`src/rtl/fetch_buffer_pkg.sv`:
```
// Constants and shared wire types for the fetch buffer: halfword realignment
// between the instruction fetch port and decode.
package fetch_buffer_const_pkg;

  localparam int FETCH_BUFFER_DEPTH = 8;
  // Pointer field width in buffer_reg_type; covers DEPTH up to 128.
  localparam int FB_PTR_W = 8;

endpackage

package fetch_buffer_pkg;

  import fetch_buffer_const_pkg::*;

  typedef struct packed {
    logic [31:0] pc;
    logic [31:0] rdata;
    logic        ready;
    logic        align;
    logic        clear;
    logic        stall;
  } buffer_in_type;

  typedef struct packed {
    logic [31:0] pc;
    logic [31:0] instr;
    logic        done;
    logic        stall;
  } buffer_out_type;

  typedef struct packed {
    logic [FB_PTR_W-1:0] rptr;
    logic [FB_PTR_W-1:0] wptr;
    logic [FB_PTR_W:0]   count;
    logic [31:0]         head_pc;
    logic                first;
  } buffer_reg_type;

  localparam buffer_reg_type init_buffer_reg = '{
    rptr:    '0,
    wptr:    '0,
    count:   '0,
    head_pc: '0,
    first:   1'b1
  };

endpackage

```
`src/rtl/fetch_buffer.sv`:
```
// Circular halfword buffer that accepts 32-bit fetch words and presents
// 16-bit (compressed) or 32-bit instructions with their pc to decode.
module fetch_buffer
  import fetch_buffer_const_pkg::*;
  import fetch_buffer_pkg::*;
#(
  parameter int DEPTH = FETCH_BUFFER_DEPTH
) (
  input  logic           clock,
  input  logic           reset,
  input  buffer_in_type  buffer_in,
  output buffer_out_type buffer_out
);

  localparam int AW = $clog2(DEPTH);
  localparam int CW = FB_PTR_W + 1;

  typedef logic [AW-1:0] idx_t;
  typedef logic [CW-1:0] cnt_t;

  logic [15:0]    mem_q [DEPTH];
  buffer_reg_type r_q, r_d;

  idx_t        rd_idx, wr_idx;
  logic [15:0] head_hw, next_hw;
  logic        head_comp, avail, consume;
  logic        first_align, wr_req, wr_room;
  logic [1:0]  consumed, written;
  cnt_t        free;
  logic        wr0_en, wr1_en;
  idx_t        wr0_idx, wr1_idx;
  logic [15:0] wr0_data;
  logic        unused_bits;

  assign rd_idx      = r_q.rptr[AW-1:0];
  assign wr_idx      = r_q.wptr[AW-1:0];
  assign unused_bits = ^{r_q.rptr[FB_PTR_W-1:AW], r_q.wptr[FB_PTR_W-1:AW],
                         buffer_in.pc[1:0]};

  // Head decode; the +1 index wraps naturally, which assembles a 32-bit
  // instruction that straddles slot DEPTH-1 and slot 0.
  always_comb begin
    head_hw   = mem_q[rd_idx];
    next_hw   = mem_q[rd_idx + idx_t'(1)];
    head_comp = (head_hw[1:0] != 2'b11);
    avail     = head_comp ? (r_q.count >= cnt_t'(1)) : (r_q.count >= cnt_t'(2));
    consume   = avail && !buffer_in.stall && !buffer_in.clear && !reset;
    consumed  = consume ? (head_comp ? 2'd1 : 2'd2) : 2'd0;
  end

  // The first word after a flush may start mid-word and carry only its upper half.
  always_comb begin
    first_align = r_q.first && buffer_in.align;
    wr_req      = buffer_in.ready && !buffer_in.clear;
    free        = cnt_t'(DEPTH) - r_q.count;
    wr_room     = first_align ? (free >= cnt_t'(1)) : (free >= cnt_t'(2));
    written     = 2'd0;
    if (wr_req && wr_room) written = first_align ? 2'd1 : 2'd2;
    wr0_en   = (written != 2'd0);
    wr0_idx  = wr_idx;
    wr0_data = first_align ? buffer_in.rdata[31:16] : buffer_in.rdata[15:0];
    wr1_en   = (written == 2'd2);
    wr1_idx  = wr_idx + idx_t'(1);
  end

  // NOTE: every field of r_d is defaulted from r_q first, so no path through
  // this block leaves a field unassigned and no latch is inferred.
  always_comb begin
    r_d = r_q;
    if (buffer_in.clear) begin
      r_d = init_buffer_reg;
    end else begin
      r_d.rptr  = FB_PTR_W'(idx_t'(rd_idx + idx_t'(consumed)));
      r_d.wptr  = FB_PTR_W'(idx_t'(wr_idx + idx_t'(written)));
      r_d.count = r_q.count + cnt_t'(written) - cnt_t'(consumed);
      if (written != 2'd0 && r_q.first) begin
        r_d.head_pc = {buffer_in.pc[31:2], buffer_in.align, 1'b0};
        r_d.first   = 1'b0;
      end else begin
        r_d.head_pc = r_q.head_pc + 32'({consumed, 1'b0});
      end
    end
  end

  always_comb begin
    buffer_out.done  = consume;
    buffer_out.pc    = reset ? 32'h0 : r_q.head_pc;
    buffer_out.instr = 32'h0;
    if (!reset && avail) buffer_out.instr = head_comp ? {16'h0, head_hw} : {next_hw, head_hw};
    buffer_out.stall = !reset && (r_q.count > cnt_t'(DEPTH - 4));
  end

  always_ff @(posedge clock) begin
    if (reset) r_q <= init_buffer_reg;
    else       r_q <= r_d;
  end

  // NOTE: the halfword array is deliberately not reset; count and pointers
  // alone decide what is valid, so stale contents are never presented.
  always_ff @(posedge clock) begin
    if (wr0_en) mem_q[wr0_idx] <= wr0_data;
    if (wr1_en) mem_q[wr1_idx] <= buffer_in.rdata[31:16];
  end

  always_ff @(posedge clock) begin
    if (!reset && wr_req)
      assert (wr_room)
      else $error("fetch_buffer: incoming word dropped, not enough free slots");
  end

endmodule

```
`config.mk`:
```
export PLATFORM = sky130hd
export DESIGN_NAME = fetch_buffer
export DESIGN_NICKNAME = d
export VERILOG_FILES = /design/src/rtl/fetch_buffer_pkg.sv /design/src/rtl/fetch_buffer.sv
export SDC_FILE = /design/constraint.sdc
export NUM_CORES = 1
export LEC_CHECK = 0
export BUFFER_PORTS_ARGS = -buffer_cell sky130_fd_sc_hd__buf_2
export CAP_MARGIN = 0
export CORE_MARGIN = 8
export CORE_UTILIZATION = 40
export CTS_CLUSTER_SIZE = 40
export DETAILED_ROUTE_END_ITERATION = 12
export GPL_TIMING_DRIVEN = 1
export MAX_ROUTING_LAYER = met4
export PLACE_DENSITY = 0.58
export SYNTH_ARGS = -nofsm -noshare
export SYNTH_HDL_FRONTEND = slang
export SYNTH_SLANG_ARGS = --single-unit
```
`constraint.sdc`:
```
create_clock -name clock -period 8.5 [get_ports clock]
set_input_delay 1.275 -clock clock [delete_from_list [all_inputs] [get_ports clock]]
set_output_delay 1.275 -clock clock [all_outputs]
set_load 0.005 [all_outputs]
```
==> results of run 1 <==
stage by stage:
stage,setup WS (ns),hold WS [ns]
2_1_floorplan,3.884,0.4745
3_3_place_gp,3.018,0.4965
3_5_place_dp,2.942,0.5108
4_1_cts,3.245,0.5157
5_1_grt,3.116,0.5384
6_report,3.347,0.5168
power by group:
group | internal (W) | switching (W)
Combinational | 0.000267 | 0.000327
Sequential | 0.000957 | 0.0000303
Clock | 0.000419 | 0.000378
Total | 0.00164 | 0.000735
state kept, by name (all words and copies together), names as in the netlist:
register,cells
mem_q,128
r_q,47
worst max-delay path, delay by kind of cell (launching register included):
family,cells,cell delay (ns)
adders and majority gates,1,0.84
DFF,1,0.55
and+or+nand+nor,1,0.09
AOI/OAI and AO/OA,1,0.08
muxes,1,0.53
buffers and inverters,3,1.30
final cells by class:
| cell class | count | area, µm² |
|---|---|---|
| Fill cell | 2596 | 14870 |
| Multi-Input combinational cell | 678 | 5984 |
| Sequential cell | 175 | 4790 |
| Timing Repair Buffer | 150 | 795.8 |
| Tap cell | 378 | 473.0 |
| Clock buffer | 17 | 425.4 |
| Clock inverter | 15 | 171.4 |
| Inverter | 31 | 116.4 |
cells in the mapped netlist, drive strengths merged (2+ instances only):
cell | instances | area share [%]
inv | 31 | 1.0
xor2 | 17 | 1.3
nand2 | 104 | 3.5
nand3b | 2 | 0.13
nor4 | 9 | 0.77
and2 | 6 | 0.34
clkbuf | 35 | 1.2
nand2b | 8 | 0.45
a22o | 2 | 0.16
mux2i | 18 | 1.6
ha | 29 | 3.3
mux2 | 128 | 13
a21o | 3 | 0.20
and4 | 4 | 0.31
nand3 | 20 | 0.90
buf | 26 | 1.5
a31oi | 6 | 0.34
xnor2 | 25 | 2.0
nor2b | 30 | 1.7
nor3 | 19 | 1.5
or3 | 2 | 0.11
edfxtp | 128 | 34
nand4 | 9 | 0.50
a21oi | 35 | 1.6
fa | 5 | 0.90
nor2 | 78 | 2.6
and3 | 6 | 0.38
dfxtp | 47 | 8.4
a211oi | 27 | 1.8
o21ai | 10 | 0.45
mux4 | 64 | 13
logic make-up after synthesis:
kind of cell	count (synthesis)	synth area share (%)
buffers and inverters	92	3.710
DFF	175	42.87
other	1	0.03360
AOI/OAI and AO/OA	91	5.134
xor gates and xnor gates	42	3.296
and+or+nand+nor	300	13.37
adders and majority gates	34	4.148
muxes	210	27.44
worst paths after layout:
| kind | start | to | slack (ns) | depth (start not counted) |
|---|---|---|---|---|
| worst min-delay path | r_q[0]$_SDFFE_PP1P_ | r_q[0]$_SDFFE_PP1P_ | 0.52 | 2 |
| worst min register to register | r_q[0]$_SDFFE_PP1P_ | r_q[0]$_SDFFE_PP1P_ | 0.52 | 2 |
| worst max register to register | r_q[34]$_SDFF_PP0_ | r_q[40]$_SDFF_PP0_ | 3.86 | 17 |
| worst max-delay path | r_q[50]$_SDFF_PP0_ | buffer_out[19] | 3.35 | 7 |
layer usage:
metal / global-route usage, % / wire length [µm] / part of all wire (%)
met4: 4.522 / 418 / 1.4
met2: 31.01 / 14870 / 49
met5: - / 0 / 0
met1: 23.35 / 13590 / 45
met3: 3.067 / 1210 / 4.0
==> impl_metrics.yaml, run 1 <==
outcome:
  outcome: "finished clean"
critical_path:
  critPathMaxStageDelay_ns: 0.84
  start_kind: "flip-flop"
  path_cells: "buf_4 -> ha_1 -> buf_4 -> mux4_2 -> nand2_1 -> a21oi_1 -> buf_2"
  required_ns: 7.22
  path_class: "flip-flop to output port"
  crit_top_cell: "buf_4"
  end_kind: "output port"
  slowest_stage: "ha_1"
  worst_ep_arrival_time_ns: 3.88
  cp_max_fo: 49
synth:
  synth_edf_count: 128
  syn_area_um2: 11160
  ys.flop_type: "edfxtp_1"
  yosys.cell_types.count: 51
  yosysSeqAreaShare_pct: 42.87
  syn_inst: 945
  syn-num-nets: 1049
  syn_area_per_cell_um2: 11.81
  synth-seq-cells: 175
  ys_warn_count: 0
  async_flop_share_pct: 0
detailed_routing:
  wl_um: 30090
  vias: 7852
  first_pass_iters: 5
  ant_nets: 0
  drtIter0Drc: 513
  routedWlPerCell_um: 20.84
  drcViolationCount: 0
  via_per_inst: 5.438
clocking:
  post_cts_resized: 0
  clock_latency_ns: 0.44
  ctsHtreeMaxLevel: 4
  clkSinkCount: 175
  clk_path_buf_depth: 2
  cts_buffers: 17
  cts_root_buf: "clkbuf_16"
  post_cts_buffers: 0
  hold_buffers: 0
  tritoncts: "done"
  cts.clk_slew.worst_paths_ns: 0.06
power:
  total_power_w: 0.002377
  ir_drop_mv: 0.1197
  powerDensity_nw_per_um2: 186.3
  power_leakage_nw: 4.549
grt:
  track_usage_pct: 18.58
  grt_pass1_wl_um: 46210
  antenna_found_initial: 0
  overflow: 0
  grt_pass1_vias: 7964
  grt_max_degree: 63
cells_and_area:
  final_cell_mix: "132 x buf_2, 128 x edfxtp_1, 125 x mux2_2"
  finalInstanceArea_um2: 12760
  nNetsFinal: 1157
  stdcell_count: 1444
  finish.utilization_pct: 46.17
  n_antenna_cell: 0
  layout-drive-gt1-share_pct: 36.77
  final_common_cell: "buf_2"
  syn_to_final_growth_pct: 14.28
sta:
  finalSetupTns_ns: 0
  setup_violations: 0
  finalHoldViolCount: 0
  period_minus_slack_ns: 5.153
  fin_crit_sh_pct: 60.62
  relSlewSlack_pct: 17.84
  slew_violations: 0
  rsz0062_at_grt: "no"
  final.setup_skew_ns: 0.01457
  max_freq_mhz: 194.1
  worst_slew_pin_slew_ns: 1.228
placement:
  dpl.hpwl_um: 20030
  gp_congestion: 0.8158
  port_buffers: 132
  placed_cells: 1412
  dpl_cell_area_um2: 12160
floorplan:
  die_h_um: 183.0
  num_rows: 61
  die_w_um: 183.0
  start_util_pct: 40.40
  die-area_um2: 33510
  top_level_ports: 136
  coreArea_um2: 27630
min_path:
  hold_class: "flip-flop to flip-flop"
flow_run:
  cap_violations: 0
Note: power is estimated with default switching activity, not from simulation.
==> inputs of run 2 (changes only) <==
PLACE_DENSITY = 0.61   (was 0.58)
clock period = 4.25 ns   (was 8.5 ns; I/O delays follow)
==> run 2 against run 1 <==
Against the previous run:
- global-route usage is 0.096 points lower
- first-iteration DRC count is 1.6% lower
- non-clock buffer count is 19 higher
- sequential power is 100% higher
- worst setup slack worse by 3.1 ns
- clock skew is 0.0032 ns lower
- clock power is 100% higher
- count of clock-buffer cells in the layout stayed put
- power is 100% higher
- combinational power is 110% higher
- utilization is 0.64 points higher
==> impl_metrics.yaml, run 2 (synthesis gave the netlist of run 1 again) <==
outcome:
  outcome: "finished clean"
cells_and_area:
  final_common_cell: "buf_2"
  seq_area_um2: 4790
  regMostFlops: "mem_q"
  nNetsFinal: 1176
  largest_register_ffs: 128
  largestRegisters: "mem_q: 128 flops, r_q: 47 flops"
  layout-drive-gt1-share_pct: 38.25
  multiInputGateArea_um2: 6007
  final_cell_mix: "132 x buf_2, 128 x edfxtp_1, 125 x mux2_2"
  n_antenna_cell: 0
  fill_cells: 2547
  syn_to_final_growth_pct: 15.86
critical_path:
  cp_max_fo: 6
  end_kind: "flip-flop"
  rr_worst_depth: 17
  path_class: "flip-flop to flip-flop"
  rrSetupSlack_ns: 0.26
  worst_ep_arrival_time_ns: 4.30
  crit_start: "r_q[36]$_SDFF_PP0_"
  worst_r2r_endpoint: "r_q[40]$_SDFF_PP0_"
  r2r-start: "r_q[36]$_SDFF_PP0_"
  start_kind: "flip-flop"
  required_ns: 4.56
  crit_end: "r_q[40]$_SDFF_PP0_"
detailed_routing:
  drcViolationCount: 0
  first_pass_iters: 5
  routedWlPerCell_um: 20.46
  drtIter0Drc: 505
  via_per_inst: 5.476
  wl_um: 29940
  vias: 8011
  ant_nets: 0
power:
  total_power_w: 0.004825
  ir_drop_mv: 0.1876
  power_leakage_nw: 4.667
  powerDensity_nw_per_um2: 373.1
floorplan:
  die_w_um: 183.0
  coreArea_um2: 27630
  top_level_ports: 136
  die_h_um: 183.0
  die-area_um2: 33510
  start_util_pct: 40.40
  num_rows: 61
grt:
  grt_pass1_wl_um: 46710
  antenna_found_initial: 0
  overflow: 0
  grt_max_degree: 62
  grt_pass1_vias: 8319
  track_usage_pct: 18.48
sta:
  period_minus_slack_ns: 3.987
  slew_violations: 0
  finalSetupTns_ns: 0
  rsz0062_at_grt: "no"
  max_freq_mhz: 250.8
  relSlewSlack_pct: 37.82
  fin_crit_sh_pct: 93.81
  finalHoldViolCount: 0
  final.setup_skew_ns: 0.01137
  setup_violations: 0
  worst_slew_pin_slew_ns: 0.9327
placement:
  gp_congestion: 0.8335
  port_buffers: 132
  dpl.hpwl_um: 20120
clocking:
  post_cts_resized: 0
  tritoncts: "done"
  clk_path_buf_depth: 2
  cts_buffers: 17
  post_cts_buffers: 0
  hold_buffers: 0
  ctsHtreeMaxLevel: 4
  clkSinkCount: 175
  clock_latency_ns: 0.43
  cts.clk_slew.worst_paths_ns: 0.08
  cts_root_buf: "clkbuf_16"
flow_run:
  cap_violations: 0
min_path:
  hold_depth: 3
  hold_class: "input pin to flip-flop"
==> run 2: cell count changes in the layout (fill, tap and decap cells not counted), sizes merged <==
cell	change
clkinv	-2
clkinvlp	-3
buf	+19
inv	+5
==> run 2: cell type report <==
cell class	instances	area share, %
Multi-Input combinational cell	678	46.45
Sequential cell	175	37.04
Timing Repair Buffer	169	7.256
Tap cell	378	3.657
Clock buffer	17	3.289
Clock inverter	15	1.413
Inverter	31	0.8998
==> run 2: worst max-delay path, cell delays in order (launching register included) <==
cell and delay (ns):
dfxtp_1 0.40, inv_1 0.14, ha_1 0.30, or3_1 0.36, nand4_1 0.10, o22ai_1 0.11
and3_4 0.20, nand2b_1 0.14, nand2b_1 0.20, fa_1 0.58, inv_1 0.06, ha_1 0.28
a21o_1 0.19, a21oi_2 0.19, o31ai_1 0.11, o41a_1 0.33, xor2_1 0.13, nor2_1 0.05
==> run 2: how the worst min path moves through the flow <==
stage                     endpoint  slack [ns]                start
2_1_floorplan  r_q[0]$_SDFFE_PP1P_        0.47  r_q[0]$_SDFFE_PP1P_
3_3_place_gp   r_q[0]$_SDFFE_PP1P_        0.51  r_q[0]$_SDFFE_PP1P_
3_5_place_dp   r_q[0]$_SDFFE_PP1P_        0.52  r_q[0]$_SDFFE_PP1P_
4_1_cts          r_q[5]$_SDFF_PP0_        0.43        buffer_in[40]
5_1_grt          r_q[5]$_SDFF_PP0_        0.45        buffer_in[40]
6_report         r_q[5]$_SDFF_PP0_        0.44        buffer_in[40]
==> run 2: routing by layer <==
| layer | global-route usage, % | wire [µm] | vias to the layer above |
|---|---|---|---|
| li1 | - | - | 3772 |
| met1 | 23.16 | 13270 | 3949 |
| met3 | 2.750 | 1406 | 34 |
| met2 | 30.29 | 14660 | 256 |
| met5 | - | 0 | - |
| met4 | 6.376 | 607 | 0 |
==> run 2: through the flow <==
stage                     hold slack [ns]  worst slack (ns)  utilization (%)  instances  cell area (µm²)
after global placement             0.5122            0.2137            44.55       1431            12310
after floorplan                    0.4745            0.1680                -        945            11160
after global routing               0.4457           0.01275            46.81       1463            12930
final                              0.4435            0.2630            46.81       1463            12930
after CTS                          0.4255            0.2027            46.75       1463            12920
after detailed placement           0.5188            0.2328            44.55       1431            12310
==> run 2: power breakdown <==
part / switching [W] / internal [W]
clock: 0.000767 / 0.000854
combinational: 0.000673 / 0.000561
sequential: 0.0000574 / 0.00191
total: 0.00150 / 0.00333
